<file path="src/rtl/bus_arbiter_decoder.sv">
// Two-master bus arbiter with address steering and slave decode.
// rsel is registered to line up with the one-cycle read latency of the slave RAMs.
module bus_arbiter_decoder #(
  parameter int unsigned ADDR_W = 8,
  parameter int unsigned DATA_W = 32
) (
  input  logic              clk,
  input  logic              reset,
  input  logic              m0_req,
  input  logic              m0_wr,
  input  logic [ADDR_W-1:0] m0_addr,
  input  logic [DATA_W-1:0] m0_dout,
  input  logic              m1_req,
  input  logic              m1_wr,
  input  logic [ADDR_W-1:0] m1_addr,
  input  logic [DATA_W-1:0] m1_dout,
  output logic              m0_grant,
  output logic              m1_grant,
  output logic [ADDR_W-1:0] s_addr,
  output logic              s_wr,
  output logic [DATA_W-1:0] s_din,
  output logic              s0_sel,
  output logic              s1_sel,
  output logic [1:0]        rsel
);

  localparam int unsigned TAG_W = 2;

  localparam logic [TAG_W-1:0] TAG_S0 = 2'b00;
  localparam logic [TAG_W-1:0] TAG_S1 = 2'b01;

  localparam logic [1:0] RSEL_S0  = 2'b00;
  localparam logic [1:0] RSEL_S1  = 2'b01;
  localparam logic [1:0] RSEL_DEF = 2'b10;

  typedef enum logic {
    M0_GNT = 1'b0,
    M1_GNT = 1'b1
  } state_t;

  state_t           state;
  logic             active_c;
  logic [TAG_W-1:0] tag_c;
  logic [1:0]       rsel_nxt_c;

  // Grant FSM: owner keeps the bus while requesting; M0 is the parking owner.
  always_ff @(posedge clk) begin
    if (reset) begin
      state <= M0_GNT;
      rsel  <= RSEL_DEF;
    end else begin
      case (state)
        M0_GNT:  state <= (!m0_req && m1_req) ? M1_GNT : M0_GNT;
        M1_GNT:  state <= m1_req ? M1_GNT : M0_GNT;
        default: state <= M0_GNT;
      endcase
      rsel <= rsel_nxt_c;
    end
  end

  assign m0_grant = (state == M0_GNT);
  assign m1_grant = (state == M1_GNT);

  // Steer the owner's request onto the shared bus and decode the slave.
  always_comb begin
    active_c   = 1'b0;
    s_addr     = m0_addr;
    s_wr       = 1'b0;
    s_din      = m0_dout;
    s0_sel     = 1'b0;
    s1_sel     = 1'b0;
    rsel_nxt_c = RSEL_DEF;

    if (state == M1_GNT) begin
      active_c = m1_req;
      s_addr   = m1_addr;
      s_wr     = m1_req & m1_wr;
      s_din    = m1_dout;
    end else begin
      active_c = m0_req;
      s_wr     = m0_req & m0_wr;
    end

    tag_c  = s_addr[ADDR_W-1:ADDR_W-TAG_W];
    s0_sel = active_c && (tag_c == TAG_S0);
    s1_sel = active_c && (tag_c == TAG_S1);

    // Only reads return data from a slave; writes and unmapped go to default.
    if (s0_sel && !s_wr)      rsel_nxt_c = RSEL_S0;
    else if (s1_sel && !s_wr) rsel_nxt_c = RSEL_S1;
  end

endmodule

</file>
<file path="config.mk">
export PLATFORM = sky130hd
export DESIGN_NAME = bus_arbiter_decoder
export DESIGN_NICKNAME = d
export VERILOG_FILES = /design/src/rtl/bus_arbiter_decoder.sv
export SDC_FILE = /design/constraint.sdc
export NUM_CORES = 1
export LEC_CHECK = 0
export ABC_AREA = 1
export BUFFER_PORTS_ARGS = -buffer_cell sky130_fd_sc_hd__buf_2
export CORE_ASPECT_RATIO = 0.6
export CORE_MARGIN = 2
export CORE_UTILIZATION = 27
export DETAILED_ROUTE_END_ITERATION = 8
export PLACE_DENSITY = 0.95
export SLEW_MARGIN = 20
export SYNTH_ARGS = -nofsm -noshare
export SYNTH_HDL_FRONTEND = slang
export SYNTH_SLANG_ARGS = --single-unit
</file>
<file path="constraint.sdc">
create_clock -name clk -period 2.4 [get_ports clk]
set_input_delay 0.24 -clock clk [delete_from_list [all_inputs] [get_ports clk]]
set_output_delay 0.24 -clock clk [all_outputs]
set_load 0.005 [all_outputs]
</file>
Yosys cells after proc, flatten, opt, wreduce, memory -nomap -nowiden
Index checks and enable logic that the tools add are counted.
- equality and inequality tests: 1
- multiplexer cells: 9
- bitwise gates (word level): 3
- reduce and logical (&&, ||, !) cells: 9
- operator list (operator ; count):
    32-bit two-way mux ; 1
    8-bit two-way mux ; 1
    1-bit logical AND ; 5
    1-bit two-way mux ; 4
    2-bit two-way mux ; 2
    1-bit AND ; 2
    2-bit by 1-bit == test with 1-bit output, second input constant ; 1
    1-bit logical NOT ; 2
    2-bit logical NOT ; 1
    1-bit one-hot mux with 2 select lines ; 1
    2-bit OR reduction ; 1
    1-bit inverter ; 1
- register bits: 3
- input bits: 86
- output and inout port bits: 47
- word-level logic and storage cells: 25

Depth between registers and ports, before layout
Gate-level depths: netlist of the first run.
- depth after elaboration: 6
- mapped depth: 7
- mapped depth without buffers: 6

Worst setup path before layout of the first run
Ideal clock, no wire load.
- path type: register -> output
- start point: reg state (netlist: m1_grant)
- end point: out s_din[15]
- arrival: 0.858 ns
- required time: 2.160 ns
- slack: 1.302 ns
- stages on the path, launching flop included: 7
- buffers on the path: 3
- cells stage by stage: dfxtp_1 > buf_6 > inv_4 > buf_6 > buf_6 > nand2_1 > nand2_1
- cells in the longest elaborated chain, start to end: 1
- RTL lines (what ; RTL line ; text):
    from (decl) ; 41 ; state_t state;
    from (signal assigned) ; 53 ; M0_GNT: state <= (!m0_req && m1_req) ? M1_GNT : M0_GNT;
    from (signal assigned) ; 54 ; M1_GNT: state <= m1_req ? M1_GNT : M0_GNT;
    32-bit two-way mux ; 74 ; if (state == M1_GNT) begin
    to (decl) ; 21 ; output logic [DATA_W-1:0] s_din,
Every way passes these cells.

Worst setup path in the final report of the first run
- start point: reg state (netlist: m1_grant)
- end point: out s0_sel
- cells in the longest elaborated chain, start to end: 3
- elaborated cells on any way between the ends: 4
- those cells by class: mux (2); reduce/logical (2)
- RTL lines (what ; RTL line ; text):
    8-bit two-way mux ; 74 ;
    2-bit logical NOT ; 85 ; s0_sel = active_c && (tag_c == TAG_S0);
    1-bit logical AND * ; 85 ;
    to (decl) ; 22 ; output logic s0_sel,
Mark *: on every way between the ends. The rest lies on a longest branch, timed or not.

==> results.cfg, run 1 <==
[status]
outcome = complete, no violations

[logic_synthesis]
synth-xor-area-share_pct = 0
ys_ff_latch = 3
syn_inst = 153
avgSynthCellArea_um2 = 4.42
synth.distinct_cells = 11
muxShareOfSynthArea_pct = 0
synth_fp_nets = 239
synth_top_family_by_area = simple AND/OR/NAND/NOR gates
synth_compound_area_share_pct = 0
syn-cell-area_um2 = 677
yosysWarnings = 0
synthSimpleGateAreaFrac_pct = 75.8
synth_adder_area_share_pct = 0
ys_seq_area_share_pct = 8.87

[place]
portBuffers = 132
dp_hpwl_um = 2310
placed_cell_area_um2 = 1310
gp_congestion = 0.794
dp_slack_ns = 0.884

[floorplan]
die_x_um = 68.6
dieArea_um2 = 2940
core.rowCount = 13
io_pins = 133
die_y_um = 42.8
start_util_pct = 29.9
core_region_area_um2 = 2260

[clocking]
post_cts_buffers = 0
cts_resized = 0
cts-buffers-inserted = 3
clkLatencyLatePin_ns = 0.21
clock-sinks = 3
clock_path_buffers = 2
cts_tree = yes
path_clk_slew_ns = 0.03
root_buffer = clkbuf_8
htree_levels = 1
cts_hold_buf = 0

[timing]
holdWs_ns = 0.193
rsz0062_at_grt = no
worst_slew_pin_slew_ns = 0.399
finalMaxSlewViolations = 0
fin_setup_tns_ns = 0
setup_ws_ns = 0.657
fin_crit_sh_pct = 72.6
skew_ns = 0.000368
final-setup-viol-count = 0
max-slew-margin-rel_pct = 73.4
hold_viol_final = 0
post-route-min-period_ns = 1.74
fmax_ghz = 0.574

[power_and_ir_drop]
intPower_uw = 279
p_clk_share_pct = 35.4
irDropWorstVdd_mv = 0.288
leakagePower_nw = 0.996
p_sw_uw = 133
seqPwrFrac_pct = 13.0
power.density_nw_per_um2 = 305
swShare_pct = 32.2
combPwrFrac_pct = 51.6
finalPower_uw = 412

[cells_and_area]
drive_above_1_share_pct = 49.1
fillCellCount = 223
nets = 368
area_growth_syn_to_layout_pct = 99.8
diodes = 0
stdcell_area_um2 = 1350

[global_routing]
grt_pass1_vias = 1085
antenna_found_initial = 0
grt_pass1_wl_um = 4040
grt_use_total_pct = 17.4
grt_max_degree = 44
overflow = 0

[drt]
post-route-drc-count = 0
wl_per_cell_um = 9.04
drt_pass1_iterations = 4
via_per_inst = 4.21
drtIter0Drc = 26
wirelength_um = 2810
vias = 1308
postRouteAntennaNets = 0

[worst_setup_path]
crit_type = reg2out
worst-path-max-fanout = 43
cp.arrival_ns = 1.50
start_kind = register
cp.required_ns = 2.16
crit_path_end_kind = output pin

[min_path]
hold_class = in2reg

[flow_run]
maxCapViolations = 0
metrics by stage:
| step | cells | util [%] |
|---|---|---|
| 2_1_floorplan | 153 | - |
| 3_3_place_gp | 307 | 57.8 |
| 3_5_place_dp | 307 | 57.8 |
| 4_1_cts | 311 | 59.8 |
| 5_1_grt | 311 | 59.8 |
| 6_report | 311 | 59.8 |
flip-flops by register name, indices dropped and copies added, names as in the netlist:
register  flops
rsel          2
m1_grant      1
metal layers:
layer  vias to the layer above  share of wire, %  track usage (%)
met5                         -                 0                0
met4                         0              0.43             3.60
met3                         2                11             3.45
met2                        68                48             33.1
met1                       534                40             19.5
li1                        704                 -                -
worst max-delay path, cell delays in order, from the launching register on:
cell     delay (ns)
dfxtp_1        0.36
buf_4          0.38
nand2_1        0.09
nand2_1        0.13
nand2_1        0.08
nor2_1         0.11
buf_2          0.13
cell type report:
| class | instances | area, um^2 | area share, % |
|---|---|---|---|
| multi-input combinational | 134 | 513 | 37.9 |
| timing repair buffer | 133 | 668 | 49.4 |
| sequential | 3 | 60.1 | 4.44 |
| inverter | 7 | 28.8 | 2.13 |
| clock buffer | 4 | 45.0 | 3.33 |
| tap | 30 | 37.5 | 2.78 |
layout by cell type, fill, tap and decap left out, drive strengths merged:
cell / instances
nand3: 3
nor2: 3
dfxtp: 3
nand2: 127
inv: 7
nand3b: 1
clkbuf: 4
buf: 133
worst paths after layout:
check,from,cells past startpoint,endpoint,slack (ns)
hold / removal,reset,2,m1_grant,0.19
setup / recovery,m1_grant,6,s0_sel,0.66
setup reg to reg,m1_grant,6,rsel[1],1.14
hold reg to reg,m1_grant,4,m1_grant,0.81
cells by family (layout without fill, tap and decap cells):
logic type,count (synthesis),after routing
and+or+nand+nor,134,134
buffers and inverters,16,144
DFF,3,3
power groups by stage:
stage	combinational [mW]	sequential [mW]	clock, mW
6_report	0.213	0.0534	0.146
5_1_grt	0.244	0.0537	0.155
4_1_cts	0.215	0.0534	0.149
3_5_place_dp	0.214	0.0540	0
3_3_place_gp	0.210	0.0539	0
2_1_floorplan	0.0920	0.0541	0
cell usage after synthesis:
cell / number / area (um^2)
nor2_1: 3 / 11.3
nand3_1: 3 / 15.0
inv_4: 1 / 6.26
buf_4: 2 / 15.0
dfxtp_1: 3 / 60.1
buf_2: 3 / 15.0
nand2_2: 1 / 6.26
inv_1: 6 / 22.5
nand2_1: 126 / 473
buf_6: 4 / 45.0
nand3b_1: 1 / 7.51
Note: power is estimated with default switching activity, not from simulation.
==> run 2: changes to the inputs <==
--- a/config.mk
+++ b/config.mk
@@ -9,9 +9,9 @@
 export BUFFER_PORTS_ARGS = -buffer_cell sky130_fd_sc_hd__buf_2
 export CORE_ASPECT_RATIO = 0.6
 export CORE_MARGIN = 2
-export CORE_UTILIZATION = 27
+export CORE_UTILIZATION = 25
 export DETAILED_ROUTE_END_ITERATION = 8
-export PLACE_DENSITY = 0.95
+export PLACE_DENSITY = 0.92
 export SLEW_MARGIN = 20
 export SYNTH_ARGS = -nofsm -noshare
 export SYNTH_HDL_FRONTEND = slang
==> constraint.sdc (replaced) <==
create_clock -name clk -period 1.7 [get_ports clk]
set_input_delay 0.17 -clock clk [delete_from_list [all_inputs] [get_ports clk]]
set_output_delay 0.17 -clock clk [all_outputs]
set_load 0.005 [all_outputs]
==> run 2 against run 1 <==
Compared with the run above: global-route usage is 2.9 points lower; sequential cell count stayed put; die area is 7.4% higher; final cell count is 1.3% higher; largest cell class unchanged; largest power group unchanged; cell area is 1.3% higher; highest routed layer is now met3.
==> results.cfg, run 2 (synthesis results as in run 1) <==
[power_and_ir_drop]
leakagePower_nw = 1.01
seqPwrFrac_pct = 12.9
swShare_pct = 32.1
intPower_uw = 397
irDropWorstVdd_mv = 0.297
combPwrFrac_pct = 51.9
finalPower_uw = 585
p_clk_share_pct = 35.2
p_sw_uw = 188
power.density_nw_per_um2 = 427

[worst_setup_path]
start_kind = register
crit_type = reg2out
crit_path_end_kind = output pin
path_buf_inv = 2
worst-path-max-fanout = 21
cpMostUsedCell = nand2_1
cp.required_ns = 1.53
cp_cell_sequence = buf_4 -> nand2_1 -> nand2_1 -> nand2_1 -> nor2_1 -> buf_2
crit_family = flip-flops
cp_slowest_cell = dfxtp_1
cp.arrival_ns = 1.36
cpPeakStageDelay_ns = 0.38

[cells_and_area]
drive_above_1_share_pct = 49.5
utilization_pct = 53.9
final_common_cell = buf_2
diodes = 0
top_register = rsel
stdcell_count = 315
stdcell_area_um2 = 1370
largest_register_ffs = 2
area_growth_syn_to_layout_pct = 102
fillCellCount = 265
nets = 370
most-common-layout-cells = buf_2 (132), nand2_1 (126), inv_1 (6)

[clocking]
cts_tree = yes
cts_resized = 0
clock_path_buffers = 2
root_buffer = clkbuf_8
cts-buffers-inserted = 3
post_cts_buffers = 0
clock-sinks = 3
cts_hold_buf = 0
clkLatencyLatePin_ns = 0.21
htree_levels = 1
path_clk_slew_ns = 0.03

[timing]
finalMaxSlewViolations = 0
post-route-min-period_ns = 1.53
setup_ws_ns = 0.168
worst_slew_pin_slew_ns = 0.266
final-setup-viol-count = 0
fmax_ghz = 0.653
fin_setup_tns_ns = 0
rsz0062_at_grt = no
hold_viol_final = 0
fin_crit_sh_pct = 90.1
holdWs_ns = 0.124
skew_ns = 0.000883
max-slew-margin-rel_pct = 82.3

[floorplan]
start_util_pct = 26.7
io_pins = 133
core_region_area_um2 = 2540
die_x_um = 71.2
core.rowCount = 14
dieArea_um2 = 3150
die_y_um = 44.3

[place]
dp_hpwl_um = 2300
portBuffers = 132
gp_congestion = 0.723
dp_slack_ns = 0.396
placed_cell_area_um2 = 1330
dp.cells = 311

[drt]
wirelength_um = 2680
drt_pass1_iterations = 4
post-route-drc-count = 0
postRouteAntennaNets = 0
wl_per_cell_um = 8.50
vias = 1325
via_per_inst = 4.21
drtIter0Drc = 15

[status]
outcome = complete, no violations

[global_routing]
grt_pass1_vias = 1012
grt_max_degree = 29
antenna_found_initial = 0
grt_pass1_wl_um = 3820
overflow = 0
grt_use_total_pct = 14.5

[flow_run]
maxCapViolations = 0

[min_path]
hold_class = in2reg
run 2: final timing paths:
path	start	end	slack, ns	cells after the start
hold reg to reg	m1_grant	m1_grant	0.78	4
setup / recovery	m1_grant	s0_sel	0.17	6
hold / removal	reset	m1_grant	0.12	2
setup reg to reg	m1_grant	rsel[1]	0.57	6
run 2: area by class of cell:
type / instances / area (um^2) / share of cell area [%]
Timing Repair Buffer: 135 / 683 / 49.9
Multi-Input combinational cell: 134 / 513 / 37.4
Sequential cell: 3 / 60.1 / 4.38
Clock buffer: 4 / 45.0 / 3.29
Tap cell: 32 / 40.0 / 2.92
Inverter: 7 / 28.8 / 2.10
run 2: worst register-to-register path: cells and delay by family (launching register included):
family | cells | cell delay (ns)
buffers and inverters | 2 | 0.30
flip-flops | 1 | 0.38
AND/OR/NAND/NOR | 4 | 0.33
run 2: per-layer routing:
metal / routed length (um) / GRT usage [%] / vias to the layer above
li1: - / - / 710
met1: 1070 / 15.9 / 553
met2: 1370 / 29.6 / 62
met3: 238 / 2.96 / 0
met4: 0 / 2.26 / 0
met5: 0 / 0 / -
run 2: power groups by stage:
stage / Clock [mW] / Combinational (mW) / Sequential [mW]
2_1_floorplan: 0 / 0.130 / 0.0764
3_3_place_gp: 0 / 0.301 / 0.0764
3_5_place_dp: 0 / 0.307 / 0.0765
4_1_cts: 0.211 / 0.308 / 0.0756
5_1_grt: 0.216 / 0.342 / 0.0759
6_report: 0.206 / 0.303 / 0.0756
==> run 3: changes to the inputs <==
--- a/config.mk
+++ b/config.mk
@@ -5,13 +5,14 @@
 export SDC_FILE = /design/constraint.sdc
 export NUM_CORES = 1
 export LEC_CHECK = 0
-export ABC_AREA = 1
 export BUFFER_PORTS_ARGS = -buffer_cell sky130_fd_sc_hd__buf_2
 export CORE_ASPECT_RATIO = 0.6
 export CORE_MARGIN = 2
-export CORE_UTILIZATION = 25
+export CORE_UTILIZATION = 24
+export CTS_CLUSTER_SIZE = 14
 export DETAILED_ROUTE_END_ITERATION = 8
 export PLACE_DENSITY = 0.92
+export SKIP_CTS_REPAIR_TIMING = 1
 export SLEW_MARGIN = 20
 export SYNTH_ARGS = -nofsm -noshare
 export SYNTH_HDL_FRONTEND = slang
==> run 3 against run 2 <==
Compared with the run above: routed wire length grew 7.1%; utilization grew 0.82 points; register-to-register slack lost 0.19 ns; worst setup slack lost 0.041 ns; global-route usage grew 2.4 points; maximum frequency shrank 2.6%; clock skew is essentially flat; clock power is essentially flat; highest routed layer unchanged.
==> results.cfg, run 3 <==
[global_routing]
overflow = 0
grt_pass1_vias = 937
grt_pass1_wl_um = 4150
grt_use_total_pct = 16.9
grt_max_degree = 19
antenna_found_initial = 0

[logic_synthesis]
ys_ff_latch = 3
yosysWarnings = 0
synth.distinct_cells = 17
async_flop_share_pct = 0
ys_seq_area_share_pct = 9.34
netlist_top_cells_area = mux2_2 (70%), dfxtp_1 (9.3%), buf_2 (3.1%), a2111o_1 (1.8%), buf_6 (1.8%)
synth_common_cells = mux2_2 (40), buf_2 (4), dfxtp_1 (3), inv_1 (2)
synth_top_area_share_pct = 70.0
synth-edff-count = 0
syn-cell-area_um2 = 643
yosys.area.top_type = mux2_2
synth_fp_nets = 148
synth_most_common_cell = mux2_2
syn_inst = 62
ys.flop_type = dfxtp_1
avgSynthCellArea_um2 = 10.4

[drt]
drt_pass1_iterations = 2
wl_per_cell_um = 12.6
via_per_inst = 4.46
drtIter0Drc = 23
wirelength_um = 2870
post-route-drc-count = 0
postRouteAntennaNets = 0
vias = 1018

[floorplan]
dieArea_um2 = 3120
die_x_um = 70.8
io_pins = 133
die_y_um = 44.1
start_util_pct = 25.5
core_region_area_um2 = 2520
core.rowCount = 14

[worst_setup_path]
start_kind = register
cp_slowest_cell = dfxtp_2
cp_cell_sequence = buf_4 -> mux2_2 -> buf_2
crit_type = reg2out
cp.arrival_ns = 1.40
worst-path-max-fanout = 18
cp.required_ns = 1.53
cpPeakStageDelay_ns = 0.41
crit_path_end_kind = output pin

[cells_and_area]
drive_above_1_share_pct = 91.8
area_growth_syn_to_layout_pct = 115
largest_register_ffs = 2
nets = 283
top_register = rsel
final_common_cell = buf_2
diodes = 0
stdcell_count = 228
stdcell_area_um2 = 1380
most-common-layout-cells = buf_2 (132), mux2_2 (40), clkbuf_8 (3), buf_4 (3)

[timing]
finalMaxSlewViolations = 0
fmax_ghz = 0.636
post-route-min-period_ns = 1.57
worst_slew_pin_slew_ns = 0.374
hold_viol_final = 0
final-setup-viol-count = 0
rsz0062_at_grt = no
skew_ns = 0.000472
max-slew-margin-rel_pct = 74.4
setup_ws_ns = 0.127
fin_setup_tns_ns = 0
fin_crit_sh_pct = 92.5

[clocking]
cts-buffers-inserted = 3
htree_levels = 1
clock_path_buffers = 2
clkLatencyLatePin_ns = 0.21
path_clk_slew_ns = 0.03
cts_tree = yes
clock-sinks = 3
root_buffer = clkbuf_8

[power_and_ir_drop]
combPwrFrac_pct = 51.4
power.density_nw_per_um2 = 422
irDropWorstVdd_mv = 0.211
intPower_uw = 427
leakagePower_nw = 0.775
swShare_pct = 26.8
finalPower_uw = 583
p_clk_share_pct = 35.3
p_sw_uw = 156
seqPwrFrac_pct = 13.3

[place]
dp.cells = 224
portBuffers = 132
gp_congestion = 0.768
dp_slack_ns = 0.346
placed_cell_area_um2 = 1340
dp_hpwl_um = 2560

[min_path]
hold_class = in2reg

[flow_run]
maxCapViolations = 0

[status]
outcome = complete, no violations
## run 3: cell types whose count changed after synthesis, sizes merged, moves of 3 or more
cell and change:
nand2 -126, mux2 +40, inv -5, buf -4, nand3 -3, nor2 -3
## run 3: through the flow
| stage | hold slack, ns | util [%] |
|---|---|---|
| floorplan | 0.243 | - |
| global placement | 0.363 | 53.0 |
| detailed placement | 0.366 | 53.0 |
| CTS | 0.132 | 54.8 |
| global route | 0.141 | 54.8 |
| finish | 0.138 | 54.8 |
## run 3: worst max-delay path: cells and delay by family, from the launching register on
family                 cells  cell delay [ns]
buffers and inverters      2             0.41
muxes                      1             0.36
DFF                        1             0.41
## run 3: kinds of logic (layout without fill, tap and decap cells)
family	Yosys count	in the layout	share of synthesized area, %
mux	40	40	70.0
simple gates	8	8	9.53
flops	3	3	9.34
buf+inv	7	141	6.03
compound gates	4	4	5.06
## run 3: metal layers
metal	vias up	GRT usage, %	wire [um]
met5	-	0	0
met2	53	30.8	1470
li1	504	-	-
met4	0	3.40	0
met3	0	5.24	251
met1	461	20.1	1150
## run 3: worst paths after layout
path / start / end / slack (ns) / depth (start not counted)
max reg2reg: m1_grant / rsel[1] / 0.38 / 2
min: reset / m1_grant / 0.14 / 2
min reg2reg: m1_grant / m1_grant / 0.54 / 2
max: m1_grant / s_din[25] / 0.13 / 3
## run 3: cell type report
cell class	count	area, um^2
fill	254	1140
timing repair buffer	135	683
tap	32	40.0
multi-input combinational	52	544
inverter	2	7.51
sequential	3	61.3
clock buffer	4	45.0
## run 3: power groups by stage
stage / clock (mW) / sequential, mW / combinational (mW)
floorplan: 0 / 0.0764 / 0.123
global placement: 0 / 0.0782 / 0.295
detailed placement: 0 / 0.0784 / 0.301
CTS: 0.215 / 0.0774 / 0.303
global route: 0.226 / 0.0782 / 0.325
finish: 0.206 / 0.0774 / 0.300
